===== config.mk =====
export PLATFORM = sky130hd
export DESIGN_NAME = boton_evento_arbitro
export DESIGN_NICKNAME = d
export VERILOG_FILES = /design/src/rtl/boton_evento_arbitro.sv
export SDC_FILE = /design/constraint.sdc
export NUM_CORES = 1
export LEC_CHECK = 0
export BUFFER_PORTS_ARGS = -buffer_cell sky130_fd_sc_hd__buf_4
export CAP_MARGIN = 30
export CELL_PAD_IN_SITES_DETAIL_PLACEMENT = 1
export CELL_PAD_IN_SITES_GLOBAL_PLACEMENT = 2
export CORE_AREA = 2 2 136 138
export CTS_CLUSTER_SIZE = 10
export DETAILED_ROUTE_END_ITERATION = 6
export DIE_AREA = 0 0 138 140
export PLACE_DENSITY_LB_ADDON = 0.1
export REMOVE_ABC_BUFFERS = 1
export SYNTH_ARGS = -nofsm -noshare
export SYNTH_HDL_FRONTEND = slang
export SYNTH_SLANG_ARGS = --single-unit

===== constraint.sdc =====
create_clock -name clk -period 5.3 [get_ports clk]
set_input_delay 1.325 -clock clk [delete_from_list [all_inputs] [get_ports clk]]
set_output_delay 1.325 -clock clk [all_outputs]
set_load 0.01 [all_outputs]

===== src/rtl/boton_evento_arbitro.sv =====
// Turns four debounced button levels into one-shot press / hold-repeat events and
// shares a single valid/ready event port among the buttons with round-robin priority.
module boton_evento_arbitro #(
    parameter int unsigned HOLD_CYCLES   = 50_000_000,
    parameter int unsigned REPEAT_CYCLES = 10_000_000
) (
    input  logic       clk,
    input  logic       reset,
    input  logic [3:0] btn_db,
    input  logic       ev_ready,
    output logic       ev_valid,
    output logic [1:0] ev_code,
    output logic       ev_repeat,
    output logic [3:0] pending,
    output logic [3:0] overrun,
    output logic [8:0] dbg_state
);

    // Handshake: an event transfers on a clock edge where ev_valid and ev_ready are
    // both high; once raised, ev_valid, ev_code and ev_repeat hold until that edge.

    typedef enum logic [1:0] {H_REL = 2'd0, H_WAIT = 2'd1, H_RPT = 2'd2} hold_t;
    typedef enum logic {A_IDLE = 1'b0, A_OFFER = 1'b1} arb_t;

    localparam logic [25:0] HOLD_LAST   = 26'(HOLD_CYCLES - 1);
    localparam logic [25:0] REPEAT_LAST = 26'(REPEAT_CYCLES - 1);

    hold_t       hold_q [4];
    hold_t       hold_d [4];
    logic [25:0] cnt_q  [4];
    logic [25:0] cnt_d  [4];
    logic [3:0]  prev_q;
    logic [3:0]  press;
    logic [3:0]  set_ev;
    logic [3:0]  set_rep;

    arb_t       arb_q, arb_d;
    logic [1:0] last_q, last_d;
    logic [1:0] code_q, code_d;
    logic       erep_q, erep_d;
    logic [3:0] pend_q, pend_d;
    logic [3:0] rep_q, rep_d;
    logic [3:0] ovr_q, ovr_d;
    logic [3:0] clr;
    logic       hs;
    logic       grant_found;
    logic [1:0] grant;
    logic [1:0] idx;

    assign press = btn_db & ~prev_q;

    always_comb begin
        set_ev  = '0;
        set_rep = '0;
        for (int i = 0; i < 4; i++) begin
            hold_d[i] = hold_q[i];
            cnt_d[i]  = cnt_q[i];
            case (hold_q[i])
                H_REL: begin
                    cnt_d[i] = '0;
                    if (press[i]) begin
                        set_ev[i] = 1'b1;
                        hold_d[i] = H_WAIT;
                    end
                end
                H_WAIT: begin
                    if (!btn_db[i]) begin
                        hold_d[i] = H_REL;
                        cnt_d[i]  = '0;
                    end else if (cnt_q[i] == HOLD_LAST) begin
                        set_ev[i]  = 1'b1;
                        set_rep[i] = 1'b1;
                        cnt_d[i]   = '0;
                        hold_d[i]  = H_RPT;
                    end else begin
                        cnt_d[i] = cnt_q[i] + 26'd1;
                    end
                end
                H_RPT: begin
                    if (!btn_db[i]) begin
                        hold_d[i] = H_REL;
                        cnt_d[i]  = '0;
                    end else if (cnt_q[i] == REPEAT_LAST) begin
                        set_ev[i]  = 1'b1;
                        set_rep[i] = 1'b1;
                        cnt_d[i]   = '0;
                    end else begin
                        cnt_d[i] = cnt_q[i] + 26'd1;
                    end
                end
                default: begin
                    hold_d[i] = H_REL;
                    cnt_d[i]  = '0;
                end
            endcase
        end
    end

    // A set arriving in the same cycle its bit is handed off wins and is not an overrun.
    always_comb begin
        hs     = (arb_q == A_OFFER) && ev_ready;
        clr    = hs ? (4'b0001 << code_q) : 4'b0000;
        pend_d = (pend_q & ~clr) | set_ev;
        ovr_d  = ovr_q | (set_ev & pend_q & ~clr);
        rep_d  = (rep_q & ~set_ev) | (set_rep & set_ev);

        grant_found = 1'b0;
        grant       = '0;
        idx         = '0;
        for (int k = 1; k <= 4; k++) begin
            idx = last_q + 2'(k);
            if (!grant_found && pend_q[idx]) begin
                grant_found = 1'b1;
                grant       = idx;
            end
        end

        arb_d  = arb_q;
        last_d = last_q;
        code_d = code_q;
        erep_d = erep_q;
        case (arb_q)
            A_IDLE: begin
                if (grant_found) begin
                    code_d = grant;
                    erep_d = rep_q[grant];
                    arb_d  = A_OFFER;
                end
            end
            A_OFFER: begin
                if (ev_ready) begin
                    last_d = code_q;
                    arb_d  = A_IDLE;
                end
            end
            default: arb_d = A_IDLE;
        endcase
    end

    always_ff @(posedge clk or posedge reset) begin
        if (reset) begin
            for (int i = 0; i < 4; i++) begin
                hold_q[i] <= H_REL;
                cnt_q[i]  <= '0;
            end
            prev_q <= '0;
            arb_q  <= A_IDLE;
            last_q <= 2'd3;
            code_q <= '0;
            erep_q <= 1'b0;
            pend_q <= '0;
            rep_q  <= '0;
            ovr_q  <= '0;
        end else begin
            for (int i = 0; i < 4; i++) begin
                hold_q[i] <= hold_d[i];
                cnt_q[i]  <= cnt_d[i];
            end
            prev_q <= btn_db;
            arb_q  <= arb_d;
            last_q <= last_d;
            code_q <= code_d;
            erep_q <= erep_d;
            pend_q <= pend_d;
            rep_q  <= rep_d;
            ovr_q  <= ovr_d;
        end
    end

    assign ev_valid  = (arb_q == A_OFFER);
    assign ev_code   = code_q;
    assign ev_repeat = erep_q;
    assign pending   = pend_q;
    assign overrun   = ovr_q;
    assign dbg_state = {arb_q, hold_q[3], hold_q[2], hold_q[1], hold_q[0]};

endmodule


# == Yosys cells after proc, flatten, opt, wreduce, memory -nomap -nowiden ==
# Cells that the tools add are included.
# word_totals
ff_bits,134
in_bits,7
out_inout_bits,21
word_cells,177
# classes
add_sub_neg,7
order_cmp,5
n_eq_ne,28
shifts,1
mux,90
n_bitwise,13
n_reduce_logical,17
# ops
operator,n
26-bit 2-to-1 mux,16
26-bit one-hot mux with 2 select lines,4
"26-bit by 1-bit adder with 26-bit output, second input constant",4
"26-bit by 24-bit == test with 1-bit output, second input constant",4
"26-bit == test, second input constant",4
2-bit 2-to-1 mux,20
1-bit 2-to-1 mux,31
4-bit bitwise AND,6
2-bit one-hot mux with 3 select lines,4
"2-bit inequality test, second input constant",8
"2-bit by 3-bit less-than comparator with 1-bit output, second input constant",5
"3-bit inequality test, second input constant",4
4-bit inverter,3
4-bit bitwise OR,3
1-bit one-hot mux with 3 select lines,4
3-bit AND reduction,4
1-bit binary-select mux with 2-bit select,5
1-bit one-hot mux with 2 select lines,5
"2-bit by 1-bit == test with 1-bit output, second input constant",4
"2-bit == test, second input constant",4
2-bit zero test,4
"2-bit adder, second input constant",2
1-bit logical AND,4
4-bit 2-to-1 mux,1
other kinds (5),8

# == Logic depth before layout (Yosys ltp) ==
# Gate-level depths: netlist of the first run.
# depth
ltp_word,15
ltp_mapped,8
depth_no_buf,7

# == Worst setup path after synthesis of the first run ==
# No wires, ideal clock.
# synth_path
path_type,input port to flip-flop
from,in btn_db[3]
to,reg with a tool-made name
setup_ns,0.122
t_arrival_ns,2.390
t_required_ns,5.178
slack_ns,2.789
stages,5
path_buffers,0
path_cell_list,nand2_1 or4b_1 a21boi_1 o21ai_0 a32o_1
# synth_lines
item,line,source
"start, declared",9,"input logic [3:0] btn_db,"

==> results.py, run 1 <==
metrics = {
    "power_and_ir_drop": {
        "vdd_ir_drop_max_mv": 0.234,
        "p_leak_uw": 0.00319,
        "clkPwrFrac_pct": 42.7,
        "power_uw": 2860,
        "switching_share_pct": 28.0,
        "intPower_uw": 2060,
        "powerDensity_nw_per_um2": 353,
        "p_seq_share_pct": 41.0,
        "combPwrFrac_pct": 16.3,
        "switching_power_uw": 800,
    },
    "critical_path": {
        "cp_data_arrival_time_ns": 3.11,
        "crit_type": "register to register",
        "crit_buf_inv": 0,
        "crit_chain": "ha_1 > nand4_1 > or4_4 > o41ai_2 > a21o_1 > nor2_1",
        "cpPeakStageDelay_ns": 0.72,
        "path_max_fanout": 26,
        "start_kind": "register",
        "endpoint_kind": "register",
        "crit_slowest_cell": "a21o_1",
        "worst_ep_required_time_ns": 5.56,
        "crit_family": "compound AO/OA/AOI/OAI gates",
    },
    "worst_hold_path": {
        "hp-class": "register to register",
    },
    "synth": {
        "synth_simple_gate_area_share_pct": 26.8,
        "async_flop_share_pct": 100,
        "synthMuxAreaShare_pct": 0.570,
        "synth_xor_xnor_area_share_pct": 11.8,
        "synth_compound_area_share_pct": 6.14,
        "synth_top_family_by_area": "simple AND/OR/NAND/NOR gates",
        "yosysTopAreaCell": "dfrtp_1",
        "yosys_warnings": 0,
        "synth_edf_count": 0,
        "yosysSeqAreaShare_pct": 47.8,
        "ys_ff_latch": 134,
        "synth_area_leaders": "dfrtp_1 47%, nor2_1 6.7%, xnor2_1 6.4%",
        "netlist_instances": 728,
        "synth_cell_types": 61,
        "syn_area_um2": 7030,
        "netlist.area_leader.share_pct": 47.0,
        "synth_area_per_cell_um2": 9.65,
        "ys.flop_type": "dfrtp_1",
        "synthAdderAreaFrac_pct": 3.56,
    },
    "global_routing": {
        "grt_max_degree": 73,
        "antenna_found_initial": 0,
        "grt_overflow_total": 0,
        "gr-usage-all-layers_pct": 18.3,
        "grt_pass1_vias": 5832,
        "grt_pass1_wl_um": 29100,
    },
    "finish": {
        "final_common_cell": "dfrtp_1",
        "fin_nets": 793,
        "final_core_util_pct": 45.6,
        "diodes": 0,
        "finalNonFillerCells": 1008,
        "final_cell_mix": "132 x dfrtp_1, 125 x nor2_1, 53 x nand2_1",
        "fillers": 2055,
        "drive_gt1_share_pct": 10.4,
        "syn_to_final_growth_pct": 15.3,
    },
    "clock_network": {
        "clkTransAtPathRegs_ns": 0.06,
        "cts_root_buf": "clkbuf_16",
        "cts_hold_buffers": 0,
        "clock_latency_ns": 0.42,
        "numCtsBuffers": 17,
        "cts_post_setup_buffers_inserted": 0,
        "tritoncts": "done",
        "cts_sinks": 134,
        "cts_resized": 0,
        "h-tree-depth": 4,
        "clock_path_buffers": 2,
    },
    "placed_design": {
        "gp_congestion": 0.753,
        "portBuffers": 27,
        "hpwlAfterDp_um": 11500,
        "dp_slack_ns": 2.42,
        "dpl.cell_count": 975,
    },
    "run_status": {
        "outcome": "complete, no violations",
    },
    "die": {
        "die_w_um": 138,
        "num_io_pins": 28,
        "rows": 49,
        "initial_core_util_pct": 39.5,
        "die-area_um2": 19300,
        "die_y_um": 140,
        "core_um2": 17800,
    },
    "timing": {
        "period_minus_slack_ns": 2.85,
        "setup_ws_ns": 2.45,
        "setup-violations-final": 0,
        "rsz0062_at_grt": "no",
        "worst_pin_slew_ns": 0.944,
        "clock-skew-final_ns": 0.00800,
        "finalHoldViolCount": 0,
        "relSlewSlack_pct": 37.1,
        "timing.fmax_ghz": 0.351,
        "fin_crit_sh_pct": 53.8,
        "setup_tns_ns": 0,
        "drv_slew": 0,
    },
    "detailed_routing": {
        "vias": 5352,
        "firstDrtPassIters": 4,
        "drt_iter0_markers": 268,
        "antenna_left": 0,
        "vias_per_cell": 5.31,
        "wl_per_cell_um": 16.4,
        "drc": 0,
        "finalWirelength_um": 16600,
    },
    "flow_run": {
        "maxCapViolations": 0,
    },
}
layout make-up:
class                           count  area (um2)  area share, %
Multi-Input combinational cell    543        3430           42.4
Sequential cell                   134        3360           41.4
Clock buffer                       23         488           6.02
Tap cell                          229         287           3.54
Timing Repair Buffer               34         275           3.40
Inverter                           36         140           1.73
Clock inverter                      9         123           1.51
path summary, 6_finish.rpt:
check                           slack [ns]  cells past startpoint         end        from
worst max-delay path                  2.45                      6   cnt_q[90]   cnt_q[78]
worst min-delay path                  0.47                      2  overrun[1]  overrun[1]
worst max register to register        2.45                      6   cnt_q[90]   cnt_q[78]
worst min register to register        0.47                      2  overrun[1]  overrun[1]
max in group asynchronous             3.34                      3   cnt_q[47]       reset
min in group asynchronous             1.02                      2   cnt_q[81]       reset
layer usage:
layer | global-route usage [%] | vias up | wire length (um)
met2 | 31.2 | 48 | 8040
li1 | - | 2594 | -
met4 | 5.26 | 0 | 232
met1 | 23.6 | 2690 | 7850
met3 | 3.97 | 20 | 427
met5 | 0 | - | 0
per-stage QoR:
step	hold WS, ns	cell area (um2)
finish	0.467	8100
global route	0.502	8100
detailed placement	0.465	7490
floorplan	0.448	6930
global placement	0.452	7430
CTS	0.478	8100
power groups by stage:
stage / Clock, uW / Combinational, uW / Sequential [uW]
floorplan: 0 / 273 / 1180
global placement: 0 / 448 / 1190
detailed placement: 0 / 473 / 1190
CTS: 1250 / 475 / 1170
global route: 1300 / 525 / 1180
finish: 1220 / 465 / 1170
kinds of logic after synthesis:
logic type | count (synthesis)
AOI/OAI and AO/OA | 62
xor gates and xnor gates | 95
adders and majority gates | 20
buffers and inverters | 51
DFF | 134
muxes | 4
and+or+nand+nor | 362
synth_stat cells (4+ instances only):
| master | n |
|---|---|
| o31ai_1 | 4 |
| nor2b_1 | 4 |
| clkbuf_1 | 6 |
| nor4_1 | 10 |
| and4_1 | 4 |
| and3_1 | 15 |
| o21a_1 | 4 |
| or4b_2 | 4 |
| nor2_1 | 125 |
| a21oi_1 | 12 |
| nand4_1 | 27 |
| nand4bb_1 | 4 |
| inv_1 | 36 |
| nor3_1 | 22 |
| nand3_1 | 43 |
| xnor2_1 | 51 |
| nor4bb_1 | 8 |
| or2_2 | 4 |
| ha_1 | 20 |
| xor2_1 | 44 |
| o21ai_0 | 11 |
| or4_1 | 7 |
| nand2_1 | 53 |
| mux2i_1 | 4 |
| and2_1 | 6 |
| dfrtp_1 | 132 |
| nand2b_1 | 7 |
worst reg2reg max path: stages (launching register included):
cell	delay, ns
dfrtp_1	0.38
ha_1	0.22
nand4_1	0.27
or4_4	0.65
o41ai_2	0.34
a21o_1	0.72
nor2_1	0.13
registers in the layout, indices dropped and copies added, names as in the netlist, named ones only:
name and cells:
ev_valid 1, ev_code 2, overrun 4, dbg_state 8
last_q 2, ev_repeat 1, prev_q 4, pending 4
cnt_q 104
No activity file was read; power rests on OpenSTA's default activity.
==> inputs of run 2 (changes only) <==
CORE_AREA = 2 2 143 145   (was 2 2 136 138)
DIE_AREA = 0 0 145 147   (was 0 0 138 140)
clock period = 2.5 ns   (was 5.3 ns; I/O delays follow)
==> run 2 against run 1 <==
Die area up 10%. Wire length up 1.5%. Total power up 120%. Count of clock-buffer cells in the layout down 4. Combinational power up 120%. Critical path depth unchanged. Largest cell class unchanged. Via count up 0.11%. Clock skew up 0.0011 ns. Sequential share of layout area down 0.99 points. Cell count up 4.9%.
==> results.py, run 2 (synthesis gave the netlist of run 1 again) <==
metrics = {
    "run_status": {
        "outcome": "complete, no violations",
    },
    "power_and_ir_drop": {
        "power_uw": 6290,
        "p_leak_uw": 0.00326,
        "vdd_ir_drop_max_mv": 0.412,
        "powerDensity_nw_per_um2": 758,
    },
    "placed_design": {
        "hpwlAfterDp_um": 11800,
        "placed_area_um2": 7640,
        "portBuffers": 27,
        "gp_congestion": 0.752,
        "dp_slack_ns": 0.0703,
    },
    "global_routing": {
        "grt_overflow_total": 0,
        "grt_max_degree": 51,
        "grt_pass1_wl_um": 29300,
        "antenna_found_initial": 0,
        "grt_pass1_vias": 5835,
        "gr-usage-all-layers_pct": 16.8,
    },
    "detailed_routing": {
        "drc": 0,
        "drt_iter0_markers": 213,
        "firstDrtPassIters": 4,
        "vias_per_cell": 5.07,
        "antenna_left": 0,
        "wl_per_cell_um": 15.9,
        "vias": 5358,
        "finalWirelength_um": 16800,
    },
    "worst_hold_path": {
        "hp-class": "input port to asynchronous set/reset pin",
    },
    "timing": {
        "finalHoldViolCount": 0,
        "setup_ws_ns": 0.144,
        "period_minus_slack_ns": 2.36,
        "setup_tns_ns": 0,
        "rsz0062_at_grt": "no",
        "clock-skew-final_ns": 0.00910,
        "setup-violations-final": 0,
        "worst_pin_slew_ns": 0.603,
        "relSlewSlack_pct": 59.5,
        "timing.fmax_ghz": 0.425,
        "fin_crit_sh_pct": 94.2,
        "drv_slew": 0,
    },
    "clock_network": {
        "numCtsBuffers": 17,
        "tritoncts": "done",
        "cts_root_buf": "clkbuf_16",
        "h-tree-depth": 4,
        "clock_path_buffers": 2,
        "cts_sinks": 134,
        "clkTransAtPathRegs_ns": 0.06,
        "clock_latency_ns": 0.41,
    },
    "critical_path": {
        "start_kind": "register",
        "timing.rr.start": "cnt_q[94]",
        "worst_ep_required_time_ns": 2.80,
        "cp_data_arrival_time_ns": 2.66,
        "path_max_fanout": 26,
        "cpPeakStageDelay_ns": 0.55,
        "crit_chain": "or4_1 > or4_4 > o41ai_2 > a21o_1 > buf_12 > nor2_1",
        "crit_slowest_cell": "or4_1",
        "critPathLaunch": "cnt_q[94]",
        "endpoint_kind": "register",
        "crit_type": "register to register",
    },
    "finish": {
        "diodes": 0,
        "final_common_cell": "dfrtp_1",
        "regMostFlops": "cnt_q",
        "largest_register_ffs": 104,
        "final_area_um2": 8300,
        "syn_to_final_growth_pct": 18.2,
        "final_cell_mix": "132 x dfrtp_1, 125 x nor2_1, 53 x nand2_1",
        "drive_gt1_share_pct": 11.6,
        "fin_nets": 801,
    },
    "die": {
        "initial_core_util_pct": 35.4,
        "rows": 52,
        "num_io_pins": 28,
        "core_um2": 19800,
        "die-area_um2": 21300,
        "die_w_um": 145,
        "die_y_um": 147,
    },
    "flow_run": {
        "maxCapViolations": 0,
    },
}
[run 2: cell count changes in the layout (fill, tap and decap cells not counted)]
cell        previous run  this run
clkinvlp_4             1         2
clkinv_4               0         2
bufinv_16              3         5
buf_4                 29        37
buf_16                 1         0
buf_8                  1         0
clkinv_2               5         4
buf_2                  3         0
clkbuf_1               2         0
buf_12                 0         5
clkbuf_8               4         2
[run 2: final timing paths]
check | to | slack [ns] | depth (start not counted)
hold reg to reg | overrun[1] | 0.47 | 2
hold / removal | cnt_q[86] | 0.21 | 2
setup reg to reg | cnt_q[92] | 0.14 | 6
setup / recovery | cnt_q[92] | 0.14 | 6
max in group asynchronous | last_q[1] | 1.63 | 3
min in group clk | prev_q[2] | 0.35 | 1
[run 2: area by class of cell]
type	instances	area, um2
sequential	134	3360
multi-input combinational	543	3430
inverter	36	140
fill	2253	11500
tap	270	338
clock buffer	19	453
clock inverter	13	203
timing repair buffer	42	378
[run 2: what timing repair did]
| action | 4_1_cts | 5_1_grt |
|---|---|---|
| buffers inserted | 0 | 1 |
| gates resized for setup | 0 | 0 |
| hold buffers | 0 | 0 |
| setup endpoints to repair | 0 | 26 |
[run 2: per-stage QoR]
stage               utilization (%)  hold WS, ns  std cells
detailed placement             38.5        0.469       1024
global route                   41.8        0.233       1057
global placement               38.5        0.455       1024
finish                         41.8        0.214       1057
floorplan                         -        0.448        713
CTS                            41.8        0.223       1056
[run 2: power by group]
group | switching (uW) | internal [uW]
logic | 601 | 423
clock network | 963 | 1820
registers | 179 | 2300
total | 1740 | 4540
[run 2: layer usage]
| layer | track usage, % | routed length [um] | up-vias |
|---|---|---|---|
| li1 | - | - | 2612 |
| met1 | 21.4 | 8000 | 2689 |
| met2 | 29.2 | 8230 | 47 |
| met3 | 4.29 | 435 | 10 |
| met4 | 3.37 | 142 | 0 |
| met5 | 0 | 0 | - |
[run 2: critical path, delay by kind of cell, from the launching register on]
family,cells,cell delay [ns]
buffers and inverters,1,0.18
AND/OR/NAND/NOR,3,1.09
flip-flops,1,0.42
AO/OA/AOI/OAI,2,0.55
==> inputs of run 3 (changes only) <==
ABC_AREA = 1   (was unset)
CORE_AREA = 2 2 156 158   (was 2 2 143 145)
DIE_AREA = 0 0 158 160   (was 0 0 145 147)
==> run 3 against run 2 <==
Clock skew up 0.0029 ns. First-iteration DRC count down 9.9%. Register-to-register slack better by 0.33 ns. Total power rose by 13%. Cell count rose by 30%. Largest power group unchanged. Sequential share of layout area decreased by 3.3 points. Die area is 19% higher. Fmax increased by 16%.
==> results.py, run 3 <==
metrics = {
    "synth": {
        "synth_area_per_cell_um2": 7.89,
        "synth_area_leaders": "dfrtp_1 42%, nand2_1 9.6%, nor2_1 7.1%",
        "synth_cell_types": 35,
        "ys_ff_latch": 134,
        "syn_area_um2": 7890,
        "synthTopCellsByCount": "202 x nand2_1, 150 x nor2_1, 133 x inv_1",
        "yosys_warnings": 0,
        "yosysSeqAreaShare_pct": 42.6,
        "synth_edf_count": 0,
        "netlist_instances": 999,
        "ys.flop_type": "dfrtp_1",
        "yosysTopAreaCell": "dfrtp_1",
        "yosysMostFrequentCell": "nand2_1",
        "netlist.area_leader.share_pct": 41.9,
        "async_flop_share_pct": 100,
    },
    "placed_design": {
        "portBuffers": 27,
        "hpwlAfterDp_um": 14900,
        "dp_slack_ns": 0.436,
        "dpl.cell_count": 1344,
        "gp_congestion": 0.755,
        "placed_area_um2": 8420,
    },
    "detailed_routing": {
        "drc": 0,
        "finalWirelength_um": 19600,
        "vias_per_cell": 4.57,
        "drt_iter0_markers": 192,
        "wl_per_cell_um": 14.3,
        "vias": 6292,
        "firstDrtPassIters": 4,
        "antenna_left": 0,
    },
    "critical_path": {
        "worst_ep_required_time_ns": 2.79,
        "path_max_fanout": 26,
        "cpPeakStageDelay_ns": 0.40,
        "crit_buf_inv": 1,
        "cp_data_arrival_time_ns": 2.32,
        "crit_slowest_cell": "dfrtp_1",
        "r2r_end": "cnt_q[54]",
        "crit_type": "register to register",
        "rrSetupSlack_ns": 0.47,
        "crit_chain": "ha_1 > nand2_2 > nor2_2 > nand2_1 > nor2_2 > inv_1 > nor2_2 > nand3_1 > nand2_1 > nand2_2 > nand2_4 > nor3_1",
        "crit_path_frequent_cell": "nor2_2",
        "reg2regPathDepth": 12,
        "timing.rr.start": "cnt_q[52]",
        "crit_family": "simple AND/OR/NAND/NOR gates",
        "endpoint_kind": "register",
        "start_kind": "register",
    },
    "finish": {
        "largest_register_ffs": 104,
        "drive_gt1_share_pct": 13.0,
        "syn_to_final_growth_pct": 14.7,
        "final_cell_mix": "202 x nand2_1, 150 x nor2_1, 132 x inv_1, 132 x dfrtp_1, 68 x nand3_1",
        "final_area_um2": 9040,
        "finalNonFillerCells": 1376,
        "regMostFlops": "cnt_q",
        "diodes": 0,
        "fillers": 2938,
        "fin_nets": 1066,
        "final_common_cell": "nand2_1",
    },
    "die": {
        "die_y_um": 160,
        "num_io_pins": 28,
        "rows": 57,
        "die-area_um2": 25300,
        "die_w_um": 158,
        "core_um2": 23800,
        "initial_core_util_pct": 33.1,
    },
    "clock_network": {
        "numCtsBuffers": 17,
        "h-tree-depth": 4,
        "cts_sinks": 134,
        "cts_root_buf": "clkbuf_16",
        "tritoncts": "done",
        "clkTransAtPathRegs_ns": 0.06,
        "clock_path_buffers": 2,
        "cts_hold_buffers": 0,
        "clock_latency_ns": 0.43,
        "cts_post_setup_buffers_inserted": 0,
        "cts_resized": 0,
    },
    "timing": {
        "setup-violations-final": 0,
        "finalHoldViolCount": 0,
        "worst_pin_slew_ns": 0.635,
        "drv_slew": 0,
        "clock-skew-final_ns": 0.0120,
        "fin_crit_sh_pct": 81.2,
        "setup_ws_ns": 0.471,
        "timing.fmax_ghz": 0.493,
        "relSlewSlack_pct": 57.3,
        "rsz0062_at_grt": "no",
        "period_minus_slack_ns": 2.03,
    },
    "global_routing": {
        "gr-usage-all-layers_pct": 16.9,
        "grt_max_degree": 42,
        "grt_pass1_wl_um": 34100,
        "antenna_found_initial": 0,
        "grt_overflow_total": 0,
        "grt_pass1_vias": 6763,
    },
    "worst_hold_path": {
        "hp-class": "input port to asynchronous set/reset pin",
    },
    "power_and_ir_drop": {
        "p_leak_uw": 0.00386,
        "powerDensity_nw_per_um2": 788,
        "vdd_ir_drop_max_mv": 0.382,
    },
    "run_status": {
        "outcome": "complete, no violations",
    },
    "flow_run": {
        "maxCapViolations": 0,
    },
}
## run 3: worst max path at each step
stage                     startpoint                    endpoint  slack [ns]  cells past startpoint
final                      cnt_q[52]                   cnt_q[54]        0.47                     12
after global routing       cnt_q[52]                   cnt_q[74]        0.21                     12
after CTS                  cnt_q[26]                   cnt_q[47]        0.42                     11
after detailed placement   cnt_q[26]                   cnt_q[47]        0.44                     11
after global placement     cnt_q[26]                   cnt_q[47]        0.52                     11
after floorplan                reset  asynchronous set/reset pin       -1.70                      1
## run 3: power by group
group | total, uW | internal (uW) | switching (uW)
registers | 2590 | 2370 | 225
logic | 1840 | 647 | 1190
clock network | 2700 | 1690 | 1010
## run 3: final cells by class
cell class | count | area, um2 | area share (%)
Multi-Input combinational cell | 718 | 3890 | 43.0
Sequential cell | 134 | 3360 | 37.1
Inverter | 136 | 515 | 5.70
Clock buffer | 19 | 443 | 4.90
Tap cell | 324 | 405 | 4.48
Timing Repair Buffer | 32 | 253 | 2.79
Clock inverter | 13 | 180 | 1.99
## run 3: logic make-up (layout without fill, tap and decap cells)
family          Yosys count  after routing  synth area share [%]
simple gates            588            588                  35.4
xor+xnor                 76             76                  8.44
flops                   134            134                  42.6
fa+ha+maj                20             20                  3.17
compound gates           34             34                  2.35
buf+inv                 147            200                  8.09
## run 3: layer usage
metal | share of wire (%) | track usage, %
met1 | 49 | 22.6
met2 | 48 | 28.1
met3 | 1.4 | 2.93
met4 | 1.1 | 4.26
met5 | 0 | 0
## run 3: per-stage QoR
stage          util (%)  hold slack (ns)  setup TNS [ns]  total power, uW
2_1_floorplan         -            0.432         -226.46             3870
3_3_place_gp       35.4            0.444               0             4530
3_5_place_dp       35.4            0.453               0             4520
4_1_cts            38.0            0.203               0             7280
5_1_grt            38.0            0.216               0             7640
6_report           38.0            0.201               0             7130
